==> src/rtl/airi5c_dmem_ctrl_if.sv <==
// ============================================================================
//  Module   : airi5c_dmem_ctrl_if
//  Brief    : Data-bus signal bundle between the LSU controller and memory.
//  Revision : 1.0 - initial release
// ============================================================================
`default_nettype none

interface airi5c_dmem_ctrl_if;
    logic [31:0] bus_addr;
    logic        bus_en;
    logic        bus_wen;
    logic [3:0]  bus_be;
    logic [31:0] bus_wdata;
    logic [31:0] bus_rdata;
    logic        bus_ready;
    logic        bus_error;

    modport master (
        output bus_addr, bus_en, bus_wen, bus_be, bus_wdata,
        input  bus_rdata, bus_ready, bus_error
    );

    modport slave (
        input  bus_addr, bus_en, bus_wen, bus_be, bus_wdata,
        output bus_rdata, bus_ready, bus_error
    );
endinterface

`default_nettype wire

==> src/rtl/airi5c_dmem_ctrl.sv <==
// ============================================================================
//  Module   : airi5c_dmem_ctrl
//  Brief    : Load/store bus controller: alignment, lane steering, extension.
//  Revision : 1.0 - initial release
// ============================================================================
`default_nettype none

module airi5c_dmem_ctrl #(
    parameter int TIMEOUT = 255
) (
    input  wire logic        clk,
    input  wire logic        nreset,
    input  wire logic [31:0] dmem_addr,
    input  wire logic        loadstore_EX,
    input  wire logic        store_EX,
    input  wire logic [1:0]  size_EX,
    input  wire logic        unsigned_EX,
    input  wire logic [31:0] store_data_EX,
    input  wire logic        flush,
    airi5c_dmem_ctrl_if.master bus,
    output logic             stall_lsu,
    output logic [31:0]      load_data,
    output logic             load_valid,
    output logic             misaligned_ld,
    output logic             misaligned_st,
    output logic             access_fault
);

    localparam logic [7:0] TIMEOUT_C = TIMEOUT[7:0];

    typedef enum logic [0:0] {IDLE = 1'b0, DATA = 1'b1} state_t;

    state_t      state_q, state_d;
    logic [7:0]  cnt_q, cnt_d;
    logic        kill_q, kill_d;
    logic        store_q, store_d;
    logic [1:0]  size_q, size_d;
    logic        uns_q, uns_d;
    logic [1:0]  off_q, off_d;
    logic [31:0] wdata_q, wdata_d;
    logic [31:0] load_data_q, load_data_d;
    logic        load_valid_q, load_valid_d;
    logic        access_fault_q, access_fault_d;

    logic        aligned, issue, in_data, timeout, killed;
    logic [3:0]  be;
    logic [31:0] wsteer, shifted, ext;

    always_comb begin
        aligned = 1'b1;
        be      = 4'b1111;
        wsteer  = store_data_EX;
        unique case (size_EX)
            2'b00: begin
                aligned = 1'b1;
                be      = 4'b0001 << dmem_addr[1:0];
                wsteer  = {4{store_data_EX[7:0]}};
            end
            2'b01: begin
                aligned = ~dmem_addr[0];
                be      = dmem_addr[1] ? 4'b1100 : 4'b0011;
                wsteer  = {2{store_data_EX[15:0]}};
            end
            default: begin
                aligned = (dmem_addr[1:0] == 2'b00);
                be      = 4'b1111;
                wsteer  = store_data_EX;
            end
        endcase
    end

    always_comb begin
        shifted = bus.bus_rdata >> {off_q, 3'b000};
        unique case (size_q)
            2'b00:   ext = uns_q ? {24'b0, shifted[7:0]}  : {{24{shifted[7]}}, shifted[7:0]};
            2'b01:   ext = uns_q ? {16'b0, shifted[15:0]} : {{16{shifted[15]}}, shifted[15:0]};
            default: ext = shifted;
        endcase
    end

    // A new access may overlap the data phase only in the cycle it completes.
    assign in_data = (state_q == DATA);
    assign issue   = loadstore_EX & ~flush & aligned & (~in_data | bus.bus_ready);
    assign timeout = in_data & ~bus.bus_ready & (cnt_q == TIMEOUT_C);
    assign killed  = kill_q | flush;

    assign stall_lsu     = in_data & ~bus.bus_ready & ~timeout;
    assign misaligned_ld = loadstore_EX & ~flush & ~aligned & ~stall_lsu & ~store_EX;
    assign misaligned_st = loadstore_EX & ~flush & ~aligned & ~stall_lsu &  store_EX;

    assign bus.bus_en    = issue;
    assign bus.bus_wen   = issue & store_EX;
    assign bus.bus_be    = issue ? be : 4'b0000;
    assign bus.bus_addr  = issue ? {dmem_addr[31:2], 2'b00} : 32'b0;
    assign bus.bus_wdata = in_data ? wdata_q : 32'b0;

    assign load_data    = load_data_q;
    assign load_valid   = load_valid_q;
    assign access_fault = access_fault_q;

    always_comb begin
        state_d        = state_q;
        cnt_d          = cnt_q;
        kill_d         = kill_q;
        store_d        = store_q;
        size_d         = size_q;
        uns_d          = uns_q;
        off_d          = off_q;
        wdata_d        = wdata_q;
        load_data_d    = load_data_q;
        load_valid_d   = 1'b0;
        access_fault_d = 1'b0;

        if (in_data) begin
            if (bus.bus_ready) begin
                if (bus.bus_error) begin
                    access_fault_d = ~killed;
                end else if (~store_q) begin
                    load_data_d  = ext;
                    load_valid_d = ~killed;
                end
                state_d = IDLE;
                kill_d  = 1'b0;
                cnt_d   = 8'd0;
            end else if (timeout) begin
                access_fault_d = ~killed;
                state_d        = IDLE;
                kill_d         = 1'b0;
                cnt_d          = 8'd0;
            end else begin
                kill_d = killed;
                cnt_d  = cnt_q + 8'd1;
            end
        end

        if (issue) begin
            state_d = DATA;
            cnt_d   = 8'd0;
            kill_d  = 1'b0;
            store_d = store_EX;
            size_d  = size_EX;
            uns_d   = unsigned_EX;
            off_d   = dmem_addr[1:0];
            wdata_d = store_EX ? wsteer : 32'b0;
        end
    end

    always_ff @(posedge clk or negedge nreset) begin
        if (!nreset) begin
            state_q        <= IDLE;
            cnt_q          <= 8'd0;
            kill_q         <= 1'b0;
            store_q        <= 1'b0;
            size_q         <= 2'b00;
            uns_q          <= 1'b0;
            off_q          <= 2'b00;
            wdata_q        <= 32'b0;
            load_data_q    <= 32'b0;
            load_valid_q   <= 1'b0;
            access_fault_q <= 1'b0;
        end else begin
            state_q        <= state_d;
            cnt_q          <= cnt_d;
            kill_q         <= kill_d;
            store_q        <= store_d;
            size_q         <= size_d;
            uns_q          <= uns_d;
            off_q          <= off_d;
            wdata_q        <= wdata_d;
            load_data_q    <= load_data_d;
            load_valid_q   <= load_valid_d;
            access_fault_q <= access_fault_d;
        end
    end

endmodule

`default_nettype wire

==> src/flat_wrapper.sv <==
// flat-port wrapper written by rule: the top's interface ports become plain ports
module airi5c_dmem_ctrl_flat 
#(
    parameter int TIMEOUT = 255
)
  (clk, nreset, dmem_addr, loadstore_EX, store_EX, size_EX, unsigned_EX, store_data_EX, flush, stall_lsu, load_data, load_valid, misaligned_ld, misaligned_st, access_fault, bus_bus_addr, bus_bus_en, bus_bus_wen, bus_bus_be, bus_bus_wdata, bus_bus_rdata, bus_bus_ready, bus_bus_error);
  airi5c_dmem_ctrl_if bus_i ();
  input  wire logic clk;
  input  wire logic nreset;
  input  wire logic [31:0] dmem_addr;
  input  wire logic loadstore_EX;
  input  wire logic store_EX;
  input  wire logic [1:0] size_EX;
  input  wire logic unsigned_EX;
  input  wire logic [31:0] store_data_EX;
  input  wire logic flush;
  output logic stall_lsu;
  output logic [31:0] load_data;
  output logic load_valid;
  output logic misaligned_ld;
  output logic misaligned_st;
  output logic access_fault;
  output wire logic [$bits(bus_i.bus_addr)-1:0] bus_bus_addr;
  output wire logic [$bits(bus_i.bus_en)-1:0] bus_bus_en;
  output wire logic [$bits(bus_i.bus_wen)-1:0] bus_bus_wen;
  output wire logic [$bits(bus_i.bus_be)-1:0] bus_bus_be;
  output wire logic [$bits(bus_i.bus_wdata)-1:0] bus_bus_wdata;
  input wire logic [$bits(bus_i.bus_rdata)-1:0] bus_bus_rdata;
  input wire logic [$bits(bus_i.bus_ready)-1:0] bus_bus_ready;
  input wire logic [$bits(bus_i.bus_error)-1:0] bus_bus_error;
  assign bus_bus_addr = bus_i.bus_addr;
  assign bus_bus_en = bus_i.bus_en;
  assign bus_bus_wen = bus_i.bus_wen;
  assign bus_bus_be = bus_i.bus_be;
  assign bus_bus_wdata = bus_i.bus_wdata;
  assign bus_i.bus_rdata = bus_bus_rdata;
  assign bus_i.bus_ready = bus_bus_ready;
  assign bus_i.bus_error = bus_bus_error;
  airi5c_dmem_ctrl #(.TIMEOUT(TIMEOUT)) u_core (.clk(clk), .nreset(nreset), .dmem_addr(dmem_addr), .loadstore_EX(loadstore_EX), .store_EX(store_EX), .size_EX(size_EX), .unsigned_EX(unsigned_EX), .store_data_EX(store_data_EX), .flush(flush), .bus(bus_i), .stall_lsu(stall_lsu), .load_data(load_data), .load_valid(load_valid), .misaligned_ld(misaligned_ld), .misaligned_st(misaligned_st), .access_fault(access_fault));
endmodule
==> config.mk <==
export PLATFORM = sky130hd
export DESIGN_NAME = airi5c_dmem_ctrl_flat
export DESIGN_NICKNAME = d
export VERILOG_FILES = /design/src/rtl/airi5c_dmem_ctrl_if.sv /design/src/rtl/airi5c_dmem_ctrl.sv /design/src/flat_wrapper.sv
export SDC_FILE = /design/constraint.sdc
export NUM_CORES = 1
export LEC_CHECK = 0
export ABC_AREA = 1
export CAP_MARGIN = 20
export CORE_MARGIN = 2
export CORE_UTILIZATION = 39
export CTS_CLUSTER_DIAMETER = 50
export CTS_CLUSTER_SIZE = 12
export DETAILED_ROUTE_END_ITERATION = 6
export PLACE_DENSITY_LB_ADDON = 0.05
export SETUP_SLACK_MARGIN = 0.4
export SLEW_MARGIN = 10
export SYNTH_ARGS = -nofsm -noshare
export SYNTH_HDL_FRONTEND = slang
export SYNTH_SLANG_ARGS = --single-unit
==> constraint.sdc <==
create_clock -name clk -period 1.4 [get_ports clk]
set_input_delay 0.28 -clock clk [delete_from_list [all_inputs] [get_ports clk]]
set_output_delay 0.28 -clock clk [all_outputs]
set_load 0.01 [all_outputs]
==> results of run 1 <==
[per-layer routing]
metal | GRT usage | up-vias | part of all wire
met5 | 0 | - | 0
met4 | 0.120 | 0 | 0.041
met3 | 0.0519 | 63 | 0.064
met2 | 0.476 | 262 | 0.51
met1 | 0.335 | 2915 | 0.38
li1 | - | 2914 | -
[registers in the layout (all words and copies together), names as in the netlist]
| signal | cells |
|---|---|
| u_core.load_data | 32 |
| u_core.wdata_q | 32 |
| u_core.cnt_q | 8 |
| u_core.off_q | 2 |
| u_core.size_q | 2 |
| u_core.access_fault | 1 |
| u_core.in_data | 1 |
| u_core.kill_q | 1 |
| u_core.load_valid | 1 |
| u_core.store_q | 1 |
| u_core.uns_q | 1 |
[what timing repair did]
item	4_1_cts	5_1_grt
setup buffers	27	30
resized for setup	369	197
cloned	8	7
endpoints found under the hold margin	82	0
pin swaps	12	23
hold buffers	1	0
setup endpoints to repair	187	187
[cell type report]
| class | instances | area (sq um) |
|---|---|---|
| repair buffers | 350 | 3400 |
| multi-input cells | 504 | 3080 |
| fillers | 952 | 2960 |
| flip-flops and latches | 82 | 2060 |
| inverters | 122 | 480 |
| clock buffers | 11 | 243 |
| well taps | 172 | 215 |
| clock inverters | 5 | 85.1 |
[where the power goes]
group,internal [mW],total [mW],switching (mW)
registers,2.99,3.43,0.436
logic,2.36,4.52,2.17
clock network,1.63,2.68,1.05
total,6.98,10.6,3.65
[logic make-up after synthesis]
family / count (synthesis) / synth area share
AO/OA/AOI/OAI: 71 / 0.0772
XOR/XNOR: 2 / 0.00354
adder cells (fa/ha/maj): 1 / 0.00253
buffers and inverters: 157 / 0.129
flip-flops: 82 / 0.415
multiplexers: 5 / 0.0101
other: 1 / 0.000759
AND/OR/NAND/NOR: 417 / 0.362
[path summary, 6_finish.rpt]
path	startpoint	to	slack (ns)	depth (start not counted)
min in group asynchronous	nreset	u_core.load_data[2]	0.49	3
worst max register to register	u_core.in_data	u_core.wdata_q[12]	-0.46	12
worst max-delay path	bus_bus_ready	bus_bus_addr[31]	-0.58	9
worst min-delay path	flush	u_core.load_valid	0.25	3
max in group asynchronous	nreset	u_core.load_data[22]	0.59	3
worst min register to register	u_core.kill_q	u_core.load_valid	0.48	1
[metrics by stage]
stage,util,cell area [sq um]
finish,0.764,9560
global route,0.764,9560
CTS,0.726,9090
detailed placement,0.654,8190
global placement,0.654,8190
floorplan,-,5580
[critical path, stage by stage]
cell	delay, ns
clkdlybuf4s50_1	0.54
nor2_4	0.07
inv_4	0.08
nand3_4	0.13
buf_6	0.15
buf_12	0.12
buf_16	0.14
nor2_4	0.08
buf_6	0.10
[cell usage in the layout, fill, tap and decap left out, types with 4 or more instances in the layout]
master,synthesis,routed
a21oi_1,12,7
buf_12,0,16
buf_16,0,4
buf_2,18,23
buf_4,3,86
buf_6,2,80
clkbuf_16,0,13
clkbuf_2,0,34
clkdlybuf4s50_1,0,98
dfrtp_1,82,79
inv_1,117,112
inv_2,5,4
inv_4,0,4
mux2i_1,5,5
nand2_1,247,199
nand2_2,1,39
nand2_4,0,10
nand3_1,64,57
nand3_2,1,4
nand3_4,1,8
nor2_1,58,21
nor2_2,3,5
nor2_4,1,36
o211ai_1,9,9
o21ai_0,28,19
o21ai_1,19,13
o21ai_2,0,13
or2_2,34,11
or2_4,0,23
==> impl_results.md, run 1 <==
* Antenna Cells at 0
* Area of the mapped netlist at 4940 sq um
* #FFs+latches synth at 82
* Top-count cell post-synth: nand2_1
* Min-Delay Path Class: in2reg
* Setup CP Type: in2out
* Final cell count without fillers at 1,246
* Top cells by area, synth: dfrtp_1 42%, nand2_1 19%, inv_1 8.9%
* CTS tree: done
* Die ar. at 13,600 sq um
* Total track usage at 0.275
* Initial antenna violation count at 0
* Residual DRC at 0
* Worst-skew pair later-pin latency at between 0.3 and 0.4 ns
* Gate count of the mapped netlist at about 740
* Final HPWL DP at 12,800 um
* Crit path required time at 1.12 ns
* Final Slew Violations at 0
* Core Box Area at about 13,000 sq um
* Netlist cell types at 31
* Clock Skews at 0.00784 ns
* I/O pins at approximately 210
* Leak Pwr at 5.01 nW
* Worst setup margin at -0.581 ns
* Std-Cell Rows at just over 40
* VDD IR-drop max at 600 uV
* Share of the synthesized area in the top cell type at 0.415
* Initial drt markers at 476
* Total number of vias at between 6,000 and 7,000
* RSZ-0062 raised after global routing: yes
* Final setup vio count at approximately 140
* Critical path fanouts, max at 5
* Largest net degree at the start of global routing at 57
* Initial Utilization at 0.395
* Failing checks: negative setup slack
* Post-synth top flop: dfrtp_1
* Avg Inst Size Synth at 6.72 sq um
* Status: finished, violations left
* CTS buffer count at 9
* DR pass1 iterations at 5
* Pwr dens at 1110 nW/um^2
* CTS max path bufs at 2
* Post-DR wirelength/cell at 16.1 um
* Crit path capture type: primary output
* Vias in the first global route at 5,977
* Achievable frequency at 505 MHz
* Tcrit/Tclk final at 1.41
* Synth warn at 0
* PortBufs at 210
* Async S/R FF share, synth at 1.00
* Die width at between 100 and 150 um
* Dpl cells at around 1,200
* Place WS at -1.18 ns
* Hold slack at 0.246 ns
* Number of clock sinks at 82
* Post-synthesis sequential area ratio at 0.415
* Layout cells sized above 1 at 0.412
* Area grow syn2layout at 93.3%
* Final Hold Viols at 0
* Setup Total Neg Slack at -42.34 ns
* Routed Antenna Nets at 0
* Placer Congestion at 0.927
* H-tree Lvls at 3
* Layout net count at 1,176
* Grt ovf at 0
* Die Span Y at approximately 120 um
* Final min period at 1.98 ns
* Number of synthesized flops with an enable pin at 0
* Critical Path AT at 1.70 ns
* Clock Pin Slew Worst Setup and Hold Paths at roughly 0.060 ns
* CP startpoint kind: input pin
* Final WL at roughly 20,000 um
* First-pass GRT wire length at between 20,000 and 30,000 um
* Max-cap check violation count at 0
* Vias per std cell at 4.94
* Post-synth top cells: 247 x nand2_1, 117 x inv_1, 82 x dfrtp_1
* Total Power at 10.6 mW
* Root Driver: clkbuf_16
* Post-synth top area cell: dfrtp_1
Power figures use the tool's default switching activity.
==> run 2: changes to the inputs <==
--- a/config.mk
+++ b/config.mk
@@ -7,11 +7,12 @@
 export LEC_CHECK = 0
 export ABC_AREA = 1
 export CAP_MARGIN = 20
+export CORE_ASPECT_RATIO = 1.2
 export CORE_MARGIN = 2
 export CORE_UTILIZATION = 39
-export CTS_CLUSTER_DIAMETER = 50
 export CTS_CLUSTER_SIZE = 12
 export DETAILED_ROUTE_END_ITERATION = 6
+export GPL_TIMING_DRIVEN = 0
 export PLACE_DENSITY_LB_ADDON = 0.05
 export SETUP_SLACK_MARGIN = 0.4
 export SLEW_MARGIN = 10
==> impl_results.md, run 2 (same netlist as run 1, synthesis figures left out) <==
* Final instance area at 10,300 sq um (+7.9%)
* Routed Antenna Nets at 0 (unchanged)
* Max_slew headroom at 0.645
* Placer Congestion at 0.877 (-5.3%)
* Critical Path AT at 1.97 ns (+0.27 ns)
* Final HPWL DP at 12,800 um (-0.40%)
* Tcrit/Tclk final at 1.61 (+0.193)
* Pwr dens at 1100 nW/um^2 (-1.4%)
* PortBufs at 210 (unchanged)
* Setup CP Type: reg2out
* Die Span Y at 127 um (+9.2%)
* Vias per std cell at 5.19 (+5.2%)
* Worst-skew pair later-pin latency at 0.34 ns (about the same)
* Number of clock sinks at 82 (unchanged)
* Critical-path top delay cell: dfrtp_1
* Layout net count at 1,182 (+0.51%)
* Area grow syn2layout at 109%
* Clock power frac at 0.218 (-0.034)
* Residual DRC at 0 (unchanged)
* Final Hold Viols at 25 (+25)
* Vias in the first global route at 6,333 (+6.0%)
* Final setup vio count at 152 (+11%)
* Dpl cells at 1,112 (-3.9%)
* CTS max path bufs at 2 (unchanged)
* Leak Pwr at 5.39 nW (+7.6%)
* Status: finished, violations left
* Achievable frequency at 444 MHz (-12%)
* Most frequent cells in the layout: 138 x nand2_1, 115 x buf_6, 97 x clkdlybuf4s50_1, 80 x dfrtp_1, 69 x inv_1
* CTS tree: done
* Clock Pin Slew Worst Setup and Hold Paths at 0.07 ns (about the same)
* First-pass GRT wire length at 31,300 um (+8.0%)
* Slowest stage delay, CP at 0.40 ns (-0.14 ns)
* H-tree Lvls at 3 (unchanged)
* Critical path fanouts, max at 5 (unchanged)
* CTS buffer count at 9 (unchanged)
* Total track usage at 0.294 (+0.0186)
* I/O pins at 213 (unchanged)
* DR pass1 iterations at 5 (unchanged)
* Initial Utilization at 0.395 (+0.000553)
* Root Driver: clkbuf_16
* Most common cell after layout, fill and taps aside: nand2_1
* Post-DR wirelength/cell at 18.5 um (+14%)
* Antenna Cells at 0 (unchanged)
* Crit path buf inv count at 7 (+1)
* Initial antenna violation count at 0 (unchanged)
* Final WL at 23,000 um (+14%)
* Std-Cell Rows at 45 (+9.8%)
* Die width at 107 um (-8.4%)
* Switch share at 0.358 (+0.0140)
* Layout cells sized above 1 at 0.528 (+0.117)
* Worst setup margin at -0.851 ns (-0.270 ns)
* Total number of vias at 6,457 (+4.9%)
* Hold slack at -0.147 ns (-0.394 ns)
* Min-Delay Path Class: in2async
* CP startpoint kind: flop
* RSZ-0062 raised after global routing: yes
* Final cell count without fillers at 1,243 (-0.24%)
* Crit-path leading delay family: buffers and inverters
* Die ar. at 13,600 sq um (about the same)
* VDD IR-drop max at 760 uV (+27%)
* Combinational power share at 0.474 (+0.049)
* Cell Int Power at 7.27 mW (+4.1%)
* Grt ovf at 0 (unchanged)
* Crit path required time at 1.12 ns (about the same)
* Largest net degree at the start of global routing at 58 (+1.8%)
* Max-cap check violation count at 0 (unchanged)
* Most used cell, CP: buf_6
* Cell Chain, Critical Path: buf_6 -> inv_6 -> nor2_4 -> inv_2 -> nand3_4 -> buf_6 -> buf_6 -> buf_12 -> nor3_4 -> buf_2
* Final min period at 2.25 ns (+0.270 ns)
* Crit path capture type: primary output
* Failing checks: negative hold slack, negative setup slack
* Slew @ Worst Pin at 0.527 ns
* Psw at 4.05 mW (+11%)
* DP Area at 7920 sq um (-3.3%)
* Core Box Area at 12,500 sq um (-0.14%)
* Clock Skews at 0.0100 ns (+0.00217 ns)
* Final Slew Violations at 0 (unchanged)
* Initial drt markers at 365 (-23%)
* Post-layout util at 0.825 (+0.0612)
* Share of total power in sequential cells at 0.308 (-0.015)
[run 2: cell types whose count changed in the layout (fill, tap and decap cells not counted), moves of 12 or more]
cell      previous run  this run
buf_2               23        35
buf_4               86        59
buf_6               80       115
buf_8                1        18
clkbuf_2            34         5
inv_1              112        69
inv_2                4        47
nand2_1            199       138
nand2_2             39        64
nand2_4             10        45
[run 2: path summary, 6_finish.rpt]
path	start	to	slack, ns	cells after the start
max	u_core.in_data	bus_bus_be[0]	-0.85	10
min	nreset	u_core.load_data[12]	-0.15	1
max reg2reg	u_core.in_data	u_core.wdata_q[25]	-0.82	16
min reg2reg	u_core.load_data[3]	u_core.load_data[3]	0.47	2
max in group asynchronous	nreset	u_core.cnt_q[4]	0.92	2
min in group clk	flush	u_core.load_valid	0.26	2
[run 2: timing repair]
item,4_1_cts,5_1_grt
pin swaps,25,26
hold endpoints to repair,25,25
resized for setup,616,242
cloned,14,2
setup endpoints to repair,187,187
buffers inserted,56,44
[run 2: power groups by stage]
stage	clock network [mW]	registers, mW	logic (mW)
after floorplan	0	3.53	1.98
after CTS	2.44	3.35	4.46
after global routing	2.58	3.55	5.75
after global placement	0	3.36	3.93
after detailed placement	0	3.38	3.98
final	2.46	3.49	5.36
[run 2: layout make-up]
cell class / count / area (sq um)
plain buffers: 35 / 448
flip-flops and latches: 82 / 2050
inverters: 122 / 490
multi-input cells: 498 / 3420
fillers: 750 / 2190
well taps: 164 / 205
clock inverters: 4 / 51.3
repair buffers: 327 / 3400
clock buffers: 11 / 243
[run 2: layer usage]
layer  share of wire  vias up  wire (um)  GRT usage
li1                -     2931          -          -
met1            0.35     3028       8020      0.328
met2            0.52      382      11900      0.535
met3           0.073      116       1680     0.0418
met4           0.058        0       1330      0.157
met5               0        -          0          0
[run 2: per-stage QoR]
step | TNS, ns | worst slack, ns | total power, mW
finish | -91.22 | -0.851 | 11.3
CTS | -55.05 | -0.734 | 10.2
floorplan | -1.34 | -0.102 | 5.51
global route | -94.12 | -0.874 | 11.9
global placement | -321.86 | -2.87 | 7.28
detailed placement | -88.99 | -1.34 | 7.36
